<file path="config.mk">
export PLATFORM = sky130hd
export DESIGN_NAME = instr_fetch_unit_flat
export DESIGN_NICKNAME = d
export VERILOG_FILES = /design/src/rtl/instr_fetch_unit_pkg.sv /design/src/rtl/instr_fetch_unit_if.sv /design/src/rtl/instr_fetch_unit_sync_fifo.sv /design/src/rtl/instr_fetch_unit.sv /design/src/flat_wrapper.sv
export SDC_FILE = /design/constraint.sdc
export NUM_CORES = 1
export LEC_CHECK = 0
export ABC_AREA = 1
export ABC_CLOCK_PERIOD_IN_PS = 5500
export CAP_MARGIN = 20
export CORE_MARGIN = 5
export CORE_UTILIZATION = 50
export CTS_BUF_LIST = sky130_fd_sc_hd__clkbuf_4
export DETAILED_ROUTE_END_ITERATION = 12
export HOLD_SLACK_MARGIN = 0.02
export MAX_ROUTING_LAYER = met4
export PLACE_DENSITY = 0.75
export SLEW_MARGIN = 20
export SYNTH_ARGS = -nofsm -noshare
export SYNTH_HDL_FRONTEND = slang
export SYNTH_SLANG_ARGS = --single-unit
</file>
<file path="constraint.sdc">
create_clock -name clk -period 5.5 [get_ports clk]
set_clock_uncertainty 0.15 [all_clocks]
set_input_delay 0.55 -clock clk [delete_from_list [all_inputs] [get_ports clk]]
set_output_delay 0.55 -clock clk [all_outputs]
set_load 0.05 [all_outputs]
</file>
<file path="src/rtl/instr_fetch_unit_pkg.sv">
`default_nettype none
// ============================================================================
// Module      : fetch_pkg
// Description : Shared types and constants for the instruction-fetch stage.
// Revision    : 1.0 - initial release
// ============================================================================
package fetch_pkg;

    localparam logic [31:0] c_default_reset_pc   = 32'd0;
    localparam int          c_default_data_width = 32;

    typedef enum logic [0:0] {
        RUN    = 1'b0,
        HALTED = 1'b1
    } fetch_state_t;

    // Queue entry at the default instruction width; the top re-declares it per DATA_WIDTH.
    typedef struct packed {
        logic [31:0]                     pc;
        logic [c_default_data_width-1:0] instr;
    } fetch_entry_t;

    function automatic logic [31:0] pc_inc(input logic [31:0] pc);
        return pc + 32'd1;
    endfunction

endpackage
`default_nettype wire

</file>
<file path="src/rtl/instr_fetch_unit_if.sv">
`default_nettype none
// ============================================================================
// Module      : instr_fetch_unit_if
// Description : Memory, control and decode-side signals of the fetch stage.
// Revision    : 1.0 - initial release
// ============================================================================
interface instr_fetch_unit_if #(
    parameter int ADDR_WIDTH  = 6,
    parameter int DATA_WIDTH  = 32,
    parameter int QUEUE_DEPTH = 4
);
    localparam int c_count_width = $clog2(QUEUE_DEPTH) + 1;

    logic                     fetch_en;
    logic                     imem_req;
    logic [ADDR_WIDTH-1:0]    imem_addr;
    logic [DATA_WIDTH-1:0]    imem_rdata;
    logic                     redirect_valid;
    logic [31:0]              redirect_pc;
    logic                     halt;
    logic                     out_valid;
    logic                     out_ready;
    logic [DATA_WIDTH-1:0]    out_instr;
    logic [31:0]              out_pc;
    logic [31:0]              out_pc_plus_one;
    logic [c_count_width-1:0] queue_count;
    logic                     halted;

    modport master (
        input  fetch_en, imem_rdata, redirect_valid, redirect_pc, halt, out_ready,
        output imem_req, imem_addr, out_valid, out_instr, out_pc, out_pc_plus_one,
               queue_count, halted
    );

    modport slave (
        output fetch_en, imem_rdata, redirect_valid, redirect_pc, halt, out_ready,
        input  imem_req, imem_addr, out_valid, out_instr, out_pc, out_pc_plus_one,
               queue_count, halted
    );

endinterface
`default_nettype wire

</file>
<file path="src/rtl/instr_fetch_unit_sync_fifo.sv">
`default_nettype none
// ============================================================================
// Module      : sync_fifo
// Description : Power-of-two circular FIFO with synchronous flush.
// Revision    : 1.0 - initial release
// ============================================================================
module sync_fifo #(
    parameter int WIDTH = 64,
    parameter int DEPTH = 4
) (
    input  logic                     clk,
    input  logic                     reset,
    input  logic                     push,
    input  logic                     pop,
    input  logic                     flush,
    input  logic [WIDTH-1:0]         wdata,
    output logic [WIDTH-1:0]         rdata,
    output logic [$clog2(DEPTH):0]   count,
    output logic                     full,
    output logic                     empty
);
    localparam int                   c_ptr_width = $clog2(DEPTH);
    localparam logic [c_ptr_width:0] c_depth     = (c_ptr_width + 1)'(DEPTH);

    logic [WIDTH-1:0]       r_mem [DEPTH];
    logic [c_ptr_width-1:0] r_rd_ptr;
    logic [c_ptr_width-1:0] r_wr_ptr;
    logic [c_ptr_width:0]   r_count;
    logic                   w_do_push;
    logic                   w_do_pop;

    assign full      = (r_count == c_depth);
    assign empty     = (r_count == '0);
    assign w_do_push = push & ~full;
    assign w_do_pop  = pop & ~empty;
    assign rdata     = r_mem[r_rd_ptr];
    assign count     = r_count;

    always_ff @(posedge clk) begin
        if (w_do_push && !flush && !reset) begin
            r_mem[r_wr_ptr] <= wdata;
        end
    end

    // Flush outranks push/pop so a same-cycle return is dropped, not queued.
    always_ff @(posedge clk) begin
        if (reset || flush) begin
            r_rd_ptr <= '0;
            r_wr_ptr <= '0;
            r_count  <= '0;
        end else begin
            if (w_do_push) begin
                r_wr_ptr <= r_wr_ptr + c_ptr_width'(1);
            end
            if (w_do_pop) begin
                r_rd_ptr <= r_rd_ptr + c_ptr_width'(1);
            end
            case ({w_do_push, w_do_pop})
                2'b10:   r_count <= r_count + (c_ptr_width + 1)'(1);
                2'b01:   r_count <= r_count - (c_ptr_width + 1)'(1);
                default: r_count <= r_count;
            endcase
        end
    end

endmodule
`default_nettype wire

</file>
<file path="src/rtl/instr_fetch_unit.sv">
`default_nettype none
// ============================================================================
// Module      : instr_fetch_unit
// Description : Decoupled fetch stage: PC, 1-cycle imem requests, prefetch queue.
// Revision    : 1.0 - initial release
// ============================================================================
module instr_fetch_unit
    import fetch_pkg::*;
#(
    parameter int          ADDR_WIDTH  = 6,
    parameter int          DATA_WIDTH  = 32,
    parameter int          QUEUE_DEPTH = 4,
    parameter logic [31:0] RESET_PC    = c_default_reset_pc
) (
    input  logic               clk,
    input  logic               reset,
    instr_fetch_unit_if.master bus
);
    localparam int                     c_count_width = $clog2(QUEUE_DEPTH) + 1;
    localparam int                     c_entry_width = 32 + DATA_WIDTH;
    localparam logic [c_count_width:0] c_depth       = (c_count_width + 1)'(QUEUE_DEPTH);

    typedef struct packed {
        logic [31:0]           pc;
        logic [DATA_WIDTH-1:0] instr;
    } entry_t;

    fetch_state_t             r_state;
    logic [31:0]              r_fetch_pc;
    logic [31:0]              r_inflight_pc;
    logic                     r_inflight;

    entry_t                   w_push_entry;
    entry_t                   w_head;
    logic [c_count_width-1:0] w_fifo_count;
    logic                     w_fifo_full;
    logic                     w_fifo_empty;
    logic [c_count_width:0]   w_occupancy;
    logic                     w_run;
    logic                     w_credit;
    logic                     w_out_valid;
    logic                     w_pop;
    logic                     w_halt_take;
    logic                     w_redirect;
    logic                     w_flush;
    logic                     w_issue;
    logic                     w_push;

    assign w_run = (r_state == RUN);

    // Queue slots already spoken for include the one read still in flight.
    assign w_occupancy = {1'b0, w_fifo_count} + {{c_count_width{1'b0}}, r_inflight};
    assign w_credit    = (w_occupancy < c_depth) & ~w_fifo_full;

    assign w_out_valid = ~reset & w_run & ~w_fifo_empty;
    assign w_pop       = w_out_valid & bus.out_ready;
    assign w_halt_take = bus.halt & w_pop;
    assign w_redirect  = bus.redirect_valid & w_run & ~w_halt_take;
    assign w_flush     = w_redirect | w_halt_take;
    assign w_issue     = ~reset & w_run & bus.fetch_en & ~bus.redirect_valid & w_credit;
    assign w_push      = r_inflight & w_run & ~w_flush;

    assign w_push_entry = {r_inflight_pc, bus.imem_rdata};

    sync_fifo #(
        .WIDTH (c_entry_width),
        .DEPTH (QUEUE_DEPTH)
    ) u_queue (
        .clk   (clk),
        .reset (reset),
        .push  (w_push),
        .pop   (w_pop),
        .flush (w_flush),
        .wdata (w_push_entry),
        .rdata (w_head),
        .count (w_fifo_count),
        .full  (w_fifo_full),
        .empty (w_fifo_empty)
    );

    always_ff @(posedge clk) begin
        if (reset) begin
            r_state       <= RUN;
            r_fetch_pc    <= RESET_PC;
            r_inflight    <= 1'b0;
            r_inflight_pc <= RESET_PC;
        end else begin
            case (r_state)
                RUN: begin
                    if (w_halt_take) begin
                        r_state    <= HALTED;
                        r_inflight <= 1'b0;
                    end else if (w_redirect) begin
                        r_fetch_pc <= bus.redirect_pc;
                        r_inflight <= 1'b0;
                    end else begin
                        r_inflight <= w_issue;
                        if (w_issue) begin
                            r_inflight_pc <= r_fetch_pc;
                            r_fetch_pc    <= pc_inc(r_fetch_pc);
                        end
                    end
                end
                HALTED: begin
                    r_inflight <= 1'b0;
                end
                default: begin
                    r_state    <= RUN;
                    r_inflight <= 1'b0;
                end
            endcase
        end
    end

    assign bus.imem_req        = w_issue;
    assign bus.imem_addr       = r_fetch_pc[ADDR_WIDTH-1:0];
    assign bus.out_valid       = w_out_valid;
    assign bus.out_instr       = w_head.instr;
    assign bus.out_pc          = w_head.pc;
    assign bus.out_pc_plus_one = pc_inc(w_head.pc);
    assign bus.queue_count     = reset ? '0 : w_fifo_count;
    assign bus.halted          = ~reset & (r_state == HALTED);

endmodule
`default_nettype wire

</file>
<file path="src/flat_wrapper.sv">
// flat-port wrapper written by rule: the top's interface ports become plain ports
module instr_fetch_unit_flat import fetch_pkg::*;
#(
    parameter int          ADDR_WIDTH  = 6,
    parameter int          DATA_WIDTH  = 32,
    parameter int          QUEUE_DEPTH = 4,
    parameter logic [31:0] RESET_PC    = c_default_reset_pc
)
  (clk, reset, bus_fetch_en, bus_imem_rdata, bus_redirect_valid, bus_redirect_pc, bus_halt, bus_out_ready, bus_imem_req, bus_imem_addr, bus_out_valid, bus_out_instr, bus_out_pc, bus_out_pc_plus_one, bus_queue_count, bus_halted);
  instr_fetch_unit_if #(.ADDR_WIDTH(ADDR_WIDTH), .DATA_WIDTH(DATA_WIDTH), .QUEUE_DEPTH(QUEUE_DEPTH)) bus_i ();
  input  logic clk;
  input  logic reset;
  input wire logic [$bits(bus_i.fetch_en)-1:0] bus_fetch_en;
  input wire logic [$bits(bus_i.imem_rdata)-1:0] bus_imem_rdata;
  input wire logic [$bits(bus_i.redirect_valid)-1:0] bus_redirect_valid;
  input wire logic [$bits(bus_i.redirect_pc)-1:0] bus_redirect_pc;
  input wire logic [$bits(bus_i.halt)-1:0] bus_halt;
  input wire logic [$bits(bus_i.out_ready)-1:0] bus_out_ready;
  output wire logic [$bits(bus_i.imem_req)-1:0] bus_imem_req;
  output wire logic [$bits(bus_i.imem_addr)-1:0] bus_imem_addr;
  output wire logic [$bits(bus_i.out_valid)-1:0] bus_out_valid;
  output wire logic [$bits(bus_i.out_instr)-1:0] bus_out_instr;
  output wire logic [$bits(bus_i.out_pc)-1:0] bus_out_pc;
  output wire logic [$bits(bus_i.out_pc_plus_one)-1:0] bus_out_pc_plus_one;
  output wire logic [$bits(bus_i.queue_count)-1:0] bus_queue_count;
  output wire logic [$bits(bus_i.halted)-1:0] bus_halted;
  assign bus_i.fetch_en = bus_fetch_en;
  assign bus_i.imem_rdata = bus_imem_rdata;
  assign bus_i.redirect_valid = bus_redirect_valid;
  assign bus_i.redirect_pc = bus_redirect_pc;
  assign bus_i.halt = bus_halt;
  assign bus_i.out_ready = bus_out_ready;
  assign bus_imem_req = bus_i.imem_req;
  assign bus_imem_addr = bus_i.imem_addr;
  assign bus_out_valid = bus_i.out_valid;
  assign bus_out_instr = bus_i.out_instr;
  assign bus_out_pc = bus_i.out_pc;
  assign bus_out_pc_plus_one = bus_i.out_pc_plus_one;
  assign bus_queue_count = bus_i.queue_count;
  assign bus_halted = bus_i.halted;
  instr_fetch_unit #(.ADDR_WIDTH(ADDR_WIDTH), .DATA_WIDTH(DATA_WIDTH), .QUEUE_DEPTH(QUEUE_DEPTH), .RESET_PC(RESET_PC)) u_core (.clk(clk), .reset(reset), .bus(bus_i));
endmodule
</file>
==> results.ini, run 1 <==
[worst_setup_path]
r2r_start = u_core.u_queue.count[1]
cp-start-kind = flop
criticalPathCategory = reg2out
critPathTopFamily = buffers and inverters
cp_common_cell = nand2_1
worstPathArrival_ps = 4110
crit_slowest_cell = clkdlybuf4s50_1
path_cells = clkinv_2 -> buf_12 -> nand2_1 -> o211ai_1 -> nand2_1 -> ha_1 -> inv_1 -> nor2_2 -> nand2_1 -> nor2_2 -> xor2_1 -> clkdlybuf4s50_1
crit_path_end_kind = output pin
crit_buf_inv = 4
critPathMaxStageDelay_ps = 820
required_ps = 4800
cp_max_fo = 85

[placed_design]
dpl.hpwl_um = 26120
gp_congestion = 0.9561
portBuffers = 177
dp_cells = 2205

[logic_synthesis]
yosysUniqueCellTypes = 36
synth-seq-cells = 331
yosysSeqAreaShare_pct = 60.12
synth_area_um2 = 15280
synth_edf_count = 256
ys.flop_type = edfxtp_1
ys_warn_count = 0
netlist_instances = 1692
syn-num-nets = 1770
async_flop_share_pct = 0
synth_top_area_cell = edfxtp_1
netlist.area_leader.share_pct = 50.29
avgSynthCellArea_um2 = 9.033
yosys-top-cells-area = edfxtp_1 (50%), nand2_1 (13%), dfxtp_1 (9.8%), nor2_1 (5.8%), o21ai_0 (4.1%)

[final_layout]
syn_to_final_growth_pct = 20.28
nets = 1971
final_cell_mix = nand2_1 (514), edfxtp_1 (256), nor2_1 (232)
final_cells = 2352
final_common_cell = nand2_1
final_util_pct = 60.57
drive_above_1_share_pct = 9.668

[sta]
tightest_slew_ps = 994.5
finalSetupViolations = 0
rsz0062_at_grt = false
hold_violations = 0
final_max_slew_viol_count = 0
slew_headroom_pct = 33.29
min_period_ps = 4810
fmax_mhz = 207.9
period_share_pct = 87.45
finalSetupTns_ps = 0

[global_routing]
grt_max_degree = 87
antenna_found_initial = 1
grt_util_all_layers_pct = 23.25
grt_pass1_wl_um = 61540
grt_pass1_vias = 12090
grt_overflow = 0

[clock_tree]
ctsHoldBuffers = 0
cts_buffers = 82
root_buffer = clkbuf_4
cts_resized = 0
cts_sinks = 331
htree_levels = 3
clk_latency_ps = 700
clk_pin_slew_worst_paths_ps = 70
clockBufferDepth = 3
cts_tree = yes
cts_setup_buffers = 0

[status]
status = completed

[worst_hold_path]
hold_class = in2reg
min_from = bus_redirect_pc[9]

[floorplan]
die_h_um = 184.8
initial_core_util_pct = 50.36
pin_count = 178
num_rows = 64
die_w_um = 184.8
die_area_um2 = 34170
core-area_um2 = 30350

[route]
firstDrtPassIters = 6
vias = 12530
drtIter0Drc = 1139
antenna_left = 0
drc = 0
viasPerCell = 5.327
wl_per_cell_um = 16.53
wl_um = 38870

[pwr]
peakVddDrop_mv = 0.1176
p_leak_nw = 6.981
power_density_nw_per_um2 = 272.6
total_power_mw = 5.011

[flow_run]
cap_violations = 0

Yosys cell counts (2+ instances only):
library cell / n
nand4_1: 9
nand3_1: 122
nor2_4: 3
buf_6: 10
inv_1: 107
nand3b_1: 2
a211oi_1: 2
ha_1: 7
buf_2: 25
o211ai_1: 5
clkbuf_1: 33
xor2_1: 20
a21oi_1: 52
o21ai_1: 2
o22ai_1: 32
xnor2_1: 6
edfxtp_1: 256
buf_4: 10
nand2_2: 9
dfxtp_1: 75
inv_2: 4
o21ai_0: 125
nor3b_1: 4
or2_2: 3
nor2_1: 236
nor2_2: 10
nand2_1: 514
final timing paths:
path / cells after the start / end / slack [ps]
setup / recovery: 12 / bus_out_pc_plus_one[14] / 690
hold / removal: 3 / u_core.r_fetch_pc[9] / 340
setup reg to reg: 9 / u_core.r_inflight_pc[18] / 2440
hold reg to reg: 0 / u_core.u_queue.r_mem[2][41] / 350
flip-flops by register name (all words and copies together), names as in the netlist, named ones only:
signal                   flops
u_core.u_queue.count         3
u_core.u_queue.r_mem       256
u_core.u_queue.r_rd_ptr      2
u_core.r_state               1
u_core.r_inflight            1
u_core.r_inflight_pc        32
u_core.r_fetch_pc           32
u_core.u_queue.r_wr_ptr      2
per-stage QoR:
stage	area, um^2	setup WS, ps	hold slack, ps
after floorplan	15280	1016	304.9
after global placement	17320	1472	316.7
after detailed placement	17330	1377	338.1
after CTS	18380	620.9	280.0
after global routing	18380	321.5	265.9
final	18380	690.4	338.0
layer usage:
metal | vias to the layer above | GRT usage [%] | routed length, um
li1 | 6110 | - | -
met4 | 0 | 7.898 | 1000
met1 | 5829 | 31.28 | 16990
met5 | - | - | 0
met2 | 522 | 36.01 | 18030
met3 | 67 | 4.222 | 2845
worst min-delay path, cell delays in order:
cell and delay, ps:
clkdlybuf4s50_1 450, a21oi_1 60, nor2_1 70
power by group:
group	switching [mW]	leakage [nW]	internal [mW]
Sequential	0.0427	2.91	2.72
Clock	0.951	0.625	1.04
Combinational	0.152	3.45	0.102
logic make-up after synthesis:
group           Yosys count  share of synthesized area [%]
buf+inv                 190                          5.607
flops                   331                          60.12
fa+ha+maj                 8                         0.7040
compound gates          221                          7.662
simple gates            916                          24.42
xor+xnor                 26                          1.490
final cells by class:
class | instances | area, um^2
fillers | 2556 | 11970
flip-flops and latches | 331 | 9194
multi-input cells | 1171 | 5273
repair buffers | 195 | 1944
clock buffers | 124 | 930.9
well taps | 396 | 495.5
inverters | 112 | 421.7
clock inverters | 22 | 122.6
diodes | 1 | 2.502
Note: power is estimated with default switching activity, not from simulation.
==> inputs of run 2 (changes only) <==
- ABC_CLOCK_PERIOD_IN_PS: 5500 -> 3880
- PLACE_DENSITY: 0.75 -> 0.78
- clock period: 5.5 -> 3.88 ns (I/O delays scaled with it)
==> results.ini, run 2 (same netlist as run 1, synthesis figures left out) <==
[clock_tree]
clockBufferDepth = 3  ; unchanged
clk_pin_slew_worst_paths_ps = 70  ; about the same
htree_levels = 3  ; unchanged
root_buffer = clkbuf_4
cts_buffers = 80  ; -2.4%
cts_tree = yes
cts_sinks = 331  ; unchanged
ctsHoldBuffers = 0  ; unchanged
clk_latency_ps = 690  ; about the same

[sta]
period_share_pct = 94.84
fmax_mhz = 271.8
finalSetupTns_ps = 0  ; unchanged
rsz0062_at_grt = true
finalSetupViolations = 0  ; unchanged
worst_slack_ps = 200.2  ; -490.2 ps
slew_headroom_pct = 50.76  ; +17 points
final_max_slew_viol_count = 0  ; unchanged
tightest_slew_ps = 738.5  ; -255.9 ps
hold_violations = 0  ; unchanged
min_period_ps = 3680

[placed_design]
post_dp_cell_area_um2 = 17670  ; +2.0%
gp_congestion = 0.9386  ; -1.8%
pre_cts_slack_ps = 775.7  ; -601.5 ps
portBuffers = 177  ; unchanged
dpl.hpwl_um = 25580  ; -2.1%

[floorplan]
pin_count = 178  ; unchanged
core-area_um2 = 30350  ; unchanged
die_w_um = 184.8  ; unchanged
num_rows = 64  ; unchanged
die_h_um = 184.8  ; unchanged
initial_core_util_pct = 50.36  ; unchanged
die_area_um2 = 34170  ; unchanged

[route]
wl_met3_um = 3245  ; +14%
wl_met1_um = 16980  ; about the same
antenna_left = 0  ; unchanged
wl_um = 39030  ; +0.41%
drtIter0Drc = 1081  ; -5.1%
wl_per_cell_um = 16.59  ; +0.41%
top_layer_used = met4
met2_length_um = 18070  ; +0.20%
firstDrtPassIters = 5  ; -1
viasPerCell = 5.276  ; -0.94%
drc = 0  ; unchanged
vias = 12410  ; -0.94%

[final_layout]
design_area_um2 = 18790  ; +2.2%
nFillCells = 2487  ; -2.7%
regMostFlops = u_core.u_queue.r_mem
drive_above_1_share_pct = 11.11  ; +1.4 points
syn_to_final_growth_pct = 22.92
final_common_cell = nand2_1
final_cell_mix = nand2_1 (514), edfxtp_1 (256), nor2_1 (232)
nets = 1969  ; -0.10%
largest_reg_flops = 256  ; unchanged
reg_top3 = u_core.u_queue.r_mem (256), u_core.r_fetch_pc (32), u_core.r_inflight_pc (32)

[global_routing]
grt_pass1_vias = 11880  ; -1.7%
grt_pass1_wl_um = 61270  ; -0.44%
grt_overflow = 0  ; unchanged
grt_util_all_layers_pct = 23.02  ; -0.22 points
antenna_found_initial = 1  ; unchanged
grt_max_degree = 138  ; +59%

[worst_hold_path]
hold_class = in2reg

[worst_setup_path]
criticalPathCategory = reg2out
cp_max_fo = 103  ; +21%
crit_path_end_kind = output pin
cp-start-kind = flop
worstPathArrival_ps = 3140  ; -970 ps
required_ps = 3340  ; -1460 ps

[pwr]
p_leak_nw = 7.154  ; +2.5%
peakVddDrop_mv = 0.1885  ; +60%
power_density_nw_per_um2 = 376.8  ; +38%
total_power_mw = 7.080  ; +41%

[status]
status = completed

[flow_run]
cap_violations = 0  ; unchanged

## run 2: worst max-delay path: stages (launching register included)
cell and delay (ps):
dfxtp_4 390, inv_6 170, buf_16 360, nand2_1 130, nand2_1 90, nand2_1 50
nand2_1 200, nand2_1 140, nor2_1 210, nand2_1 120, nor2_4 200, nand2_1 80
nand2_1 60, nand2_1 90, buf_12 160
## run 2: power breakdown
part / leakage, nW / internal, mW / switching [mW]
registers: 2.91 / 3.86 / 0.0601
logic: 3.63 / 0.152 / 0.215
clock network: 0.616 / 1.43 / 1.36
## run 2: what timing repair did
action                     in CTS  in global routing
setup endpoints to repair       0                 27
setup buffers                   0                  0
gates resized for setup         0                 11
## run 2: layout make-up
cell class | instances | area, um^2 | area share (%)
flip-flops and latches | 331 | 9196 | 48.95
diodes | 3 | 7.507 | 0.03996
inverters | 112 | 427.9 | 2.278
clock buffers | 119 | 893.4 | 4.755
repair buffers | 195 | 2328 | 12.39
multi-input cells | 1171 | 5293 | 28.17
well taps | 396 | 495.5 | 2.637
clock inverters | 25 | 146.4 | 0.7792
## run 2: stage by stage
stage,hold slack [ps],instances,util (%)
after CTS,96.65,2348,61.64
after global routing,113.8,2352,61.91
final,158.0,2352,61.91
after global placement,316.1,2204,58.20
after detailed placement,319.1,2204,58.22
after floorplan,304.9,1692,-
## run 2: path summary, 6_finish.rpt
check	startpoint	to	depth (start not counted)	slack, ps
setup / recovery	flop	bus_out_pc_plus_one[23]	14	200
hold / removal	bus_redirect_pc[9]	u_core.r_fetch_pc[9]	3	160
setup reg to reg	u_core.u_queue.count[1]	u_core.u_queue.r_mem[1][49]	8	1460
hold reg to reg	u_core.r_fetch_pc[31]	u_core.r_fetch_pc[31]	2	330
## run 2: per-layer routing
layer	vias to the layer above	global-route usage, %
li1	6099	-
met1	5721	31.41
met2	524	36.14
met3	66	4.046
met4	0	6.078
met5	-	-
==> inputs of run 3 (changes only) <==
- ABC_CLOCK_PERIOD_IN_PS: 3880 -> 4470
- PLACE_DENSITY: 0.78 -> 0.75
- clock period: 3.88 -> 4.47 ns (I/O delays scaled with it)
==> results.ini, run 3 (same netlist as run 1, synthesis figures left out) <==
[pwr]
p_leak_nw = 7.019  ; -1.9%
power_density_nw_per_um2 = 331.5  ; -12%
peakVddDrop_mv = 0.1574  ; -17%

[worst_setup_path]
critPathMaxStageDelay_ps = 830  ; +440 ps
r2r_end = u_core.r_inflight_pc[23]
cp-start-kind = flop
required_ps = 3870  ; +530 ps
crit_buf_inv = 3  ; unchanged
path_cells = buf_4 -> nand3_1 -> nand2_1 -> nand2_1 -> inv_1 -> nand2_1 -> nor2_1 -> nand4_1 -> nand2_1 -> clkdlybuf4s50_1
worst-path-stages = 10  ; -4
critPathTopFamily = buffers and inverters
r2r_start = u_core.u_queue.count[0]
crit_path_end_kind = output pin
cp_max_fo = 86  ; -17%
criticalPathCategory = reg2out
r2r_setup_slack_ps = 1970  ; +510 ps
worstRegToRegCells = 8  ; unchanged
cp_common_cell = nand2_1
worstPathArrival_ps = 3550  ; +410 ps
crit_slowest_cell = clkdlybuf4s50_1
crit_end = bus_out_pc_plus_one[21]

[sta]
final_max_slew_viol_count = 0  ; unchanged
min_period_ps = 4144
fmax_mhz = 241.3
tightest_slew_ps = 956.4  ; +217.9 ps
finalSetupTns_ps = 0  ; unchanged
slew_headroom_pct = 36.24  ; -15 points
hold_violations = 0  ; unchanged
finalSetupViolations = 0  ; unchanged
period_share_pct = 92.72
rsz0062_at_grt = false

[final_layout]
final_cell_mix = nand2_1 (514), edfxtp_1 (256), nor2_1 (232)
nFillCells = 2578  ; +3.7%
drive_above_1_share_pct = 10.32  ; -0.79 points
nets = 1971  ; +0.10%
final_cells = 2345  ; -0.30%
regMostFlops = u_core.u_queue.r_mem
final_common_cell = nand2_1
largest_reg_flops = 256  ; unchanged
syn_to_final_growth_pct = 20.72
design_area_um2 = 18450  ; -1.8%
reg_top3 = u_core.u_queue.r_mem (256), u_core.r_fetch_pc (32), u_core.r_inflight_pc (32)

[global_routing]
grt_max_degree = 87  ; -37%
grt_pass1_vias = 11770  ; -0.89%
grt_util_all_layers_pct = 23.17  ; +0.15 points
grt_pass1_wl_um = 61210  ; -0.10%
grt_overflow = 0  ; unchanged
antenna_found_initial = 1  ; unchanged

[clock_tree]
cts_setup_buffers = 0  ; unchanged
clk_pin_slew_worst_paths_ps = 70  ; about the same
cts_buffers = 80  ; unchanged
root_buffer = clkbuf_4
cts_tree = yes
htree_levels = 3  ; unchanged
clockBufferDepth = 3  ; unchanged
clk_latency_ps = 690  ; about the same
ctsHoldBuffers = 0  ; unchanged
cts_sinks = 331  ; unchanged
cts_resized = 0  ; unchanged

[placed_design]
portBuffers = 177  ; unchanged
dp_cells = 2207  ; +0.14%
gp_congestion = 0.9769  ; +4.1%
dpl.hpwl_um = 25970  ; +1.5%
post_dp_cell_area_um2 = 17450  ; -1.2%

[route]
wl_um = 39090  ; +0.17%
antenna_left = 0  ; unchanged
viasPerCell = 5.292  ; +0.29%
drc = 0  ; unchanged
vias = 12410  ; -0.0081%
drtIter0Drc = 993  ; -8.1%
wl_per_cell_um = 16.67  ; +0.47%
firstDrtPassIters = 5  ; unchanged

[flow_run]
cap_violations = 0  ; unchanged

[floorplan]
die_area_um2 = 34170  ; unchanged
initial_core_util_pct = 50.36  ; unchanged
die_h_um = 184.8  ; unchanged
core-area_um2 = 30350  ; unchanged
num_rows = 64  ; unchanged
pin_count = 178  ; unchanged
die_w_um = 184.8  ; unchanged

[status]
status = completed

[worst_hold_path]
hold_class = in2reg

-- run 3: cell types whose count changed in the layout (fill, tap and decap cells not counted), sizes merged --
cell / before / now
clkbuf: 120 / 107
clkdlybuf4s50: 146 / 151
buf: 48 / 46
bufinv: 0 / 2
clkinvlp: 0 / 2
diode: 3 / 1
clkinv: 24 / 25
-- run 3: layer usage --
| layer | share of wire (%) | global-route usage [%] | vias to the layer above |
|---|---|---|---|
| met5 | 0 | - | - |
| met2 | 48 | 37.16 | 493 |
| li1 | - | - | 6077 |
| met3 | 7.5 | 3.888 | 43 |
| met1 | 43 | 31.12 | 5796 |
| met4 | 1.4 | 5.931 | 0 |
-- run 3: layout make-up --
cell class	instances	area (um^2)	area share [%]
repair buffers	197	2069	11.22
diodes	1	2.502	0.01356
multi-input cells	1171	5273	28.58
flip-flops and latches	331	9194	49.83
inverters	112	421.7	2.285
clock inverters	30	192.7	1.044
well taps	396	495.5	2.685
clock buffers	107	803.3	4.353
-- run 3: worst min path at each step --
stage,start,endpoint,slack (ps),depth (start not counted)
after global placement,u_core.r_fetch_pc[31],u_core.r_fetch_pc[31],320,2
after global routing,bus_imem_rdata[31],u_core.u_queue.r_mem[0][31],160,1
after CTS,bus_imem_rdata[31],u_core.u_queue.r_mem[0][31],160,1
after detailed placement,u_core.r_fetch_pc[31],u_core.r_fetch_pc[31],330,2
final,bus_imem_rdata[31],u_core.u_queue.r_mem[0][31],240,1
after floorplan,u_core.r_inflight_pc[0],u_core.u_queue.r_mem[0][32],300,0
-- run 3: metrics by stage --
step / setup WS [ps] / util (%) / total power, mW / hold slack, ps
after floorplan: 89.04 / - / 3.629 / 304.9
after global placement: 1069 / 57.50 / 3.771 / 315.5
after detailed placement: 1052 / 57.51 / 3.779 / 327.4
after CTS: 308.7 / 60.79 / 6.179 / 159.8
after global routing: 72.46 / 60.80 / 6.378 / 163.9
final: 325.5 / 60.80 / 6.117 / 236.0
-- run 3: worst register-to-register path, stage by stage (launching register included) --
cell and delay [ps]:
dfxtp_1 360, inv_1 100, nand3_1 110, nand4_2 160, nand2_1 150, clkinv_1 620, buf_12 440, o21ai_0 200
a21oi_1 60
-- run 3: power by group --
part	switching (mW)	total [mW]	internal [mW]	leakage, nW
clock	1.16	2.40	1.24	0.579
sequential	0.0528	3.40	3.35	2.91
combinational	0.187	0.315	0.128	3.53
total	1.40	6.12	4.72	7.02
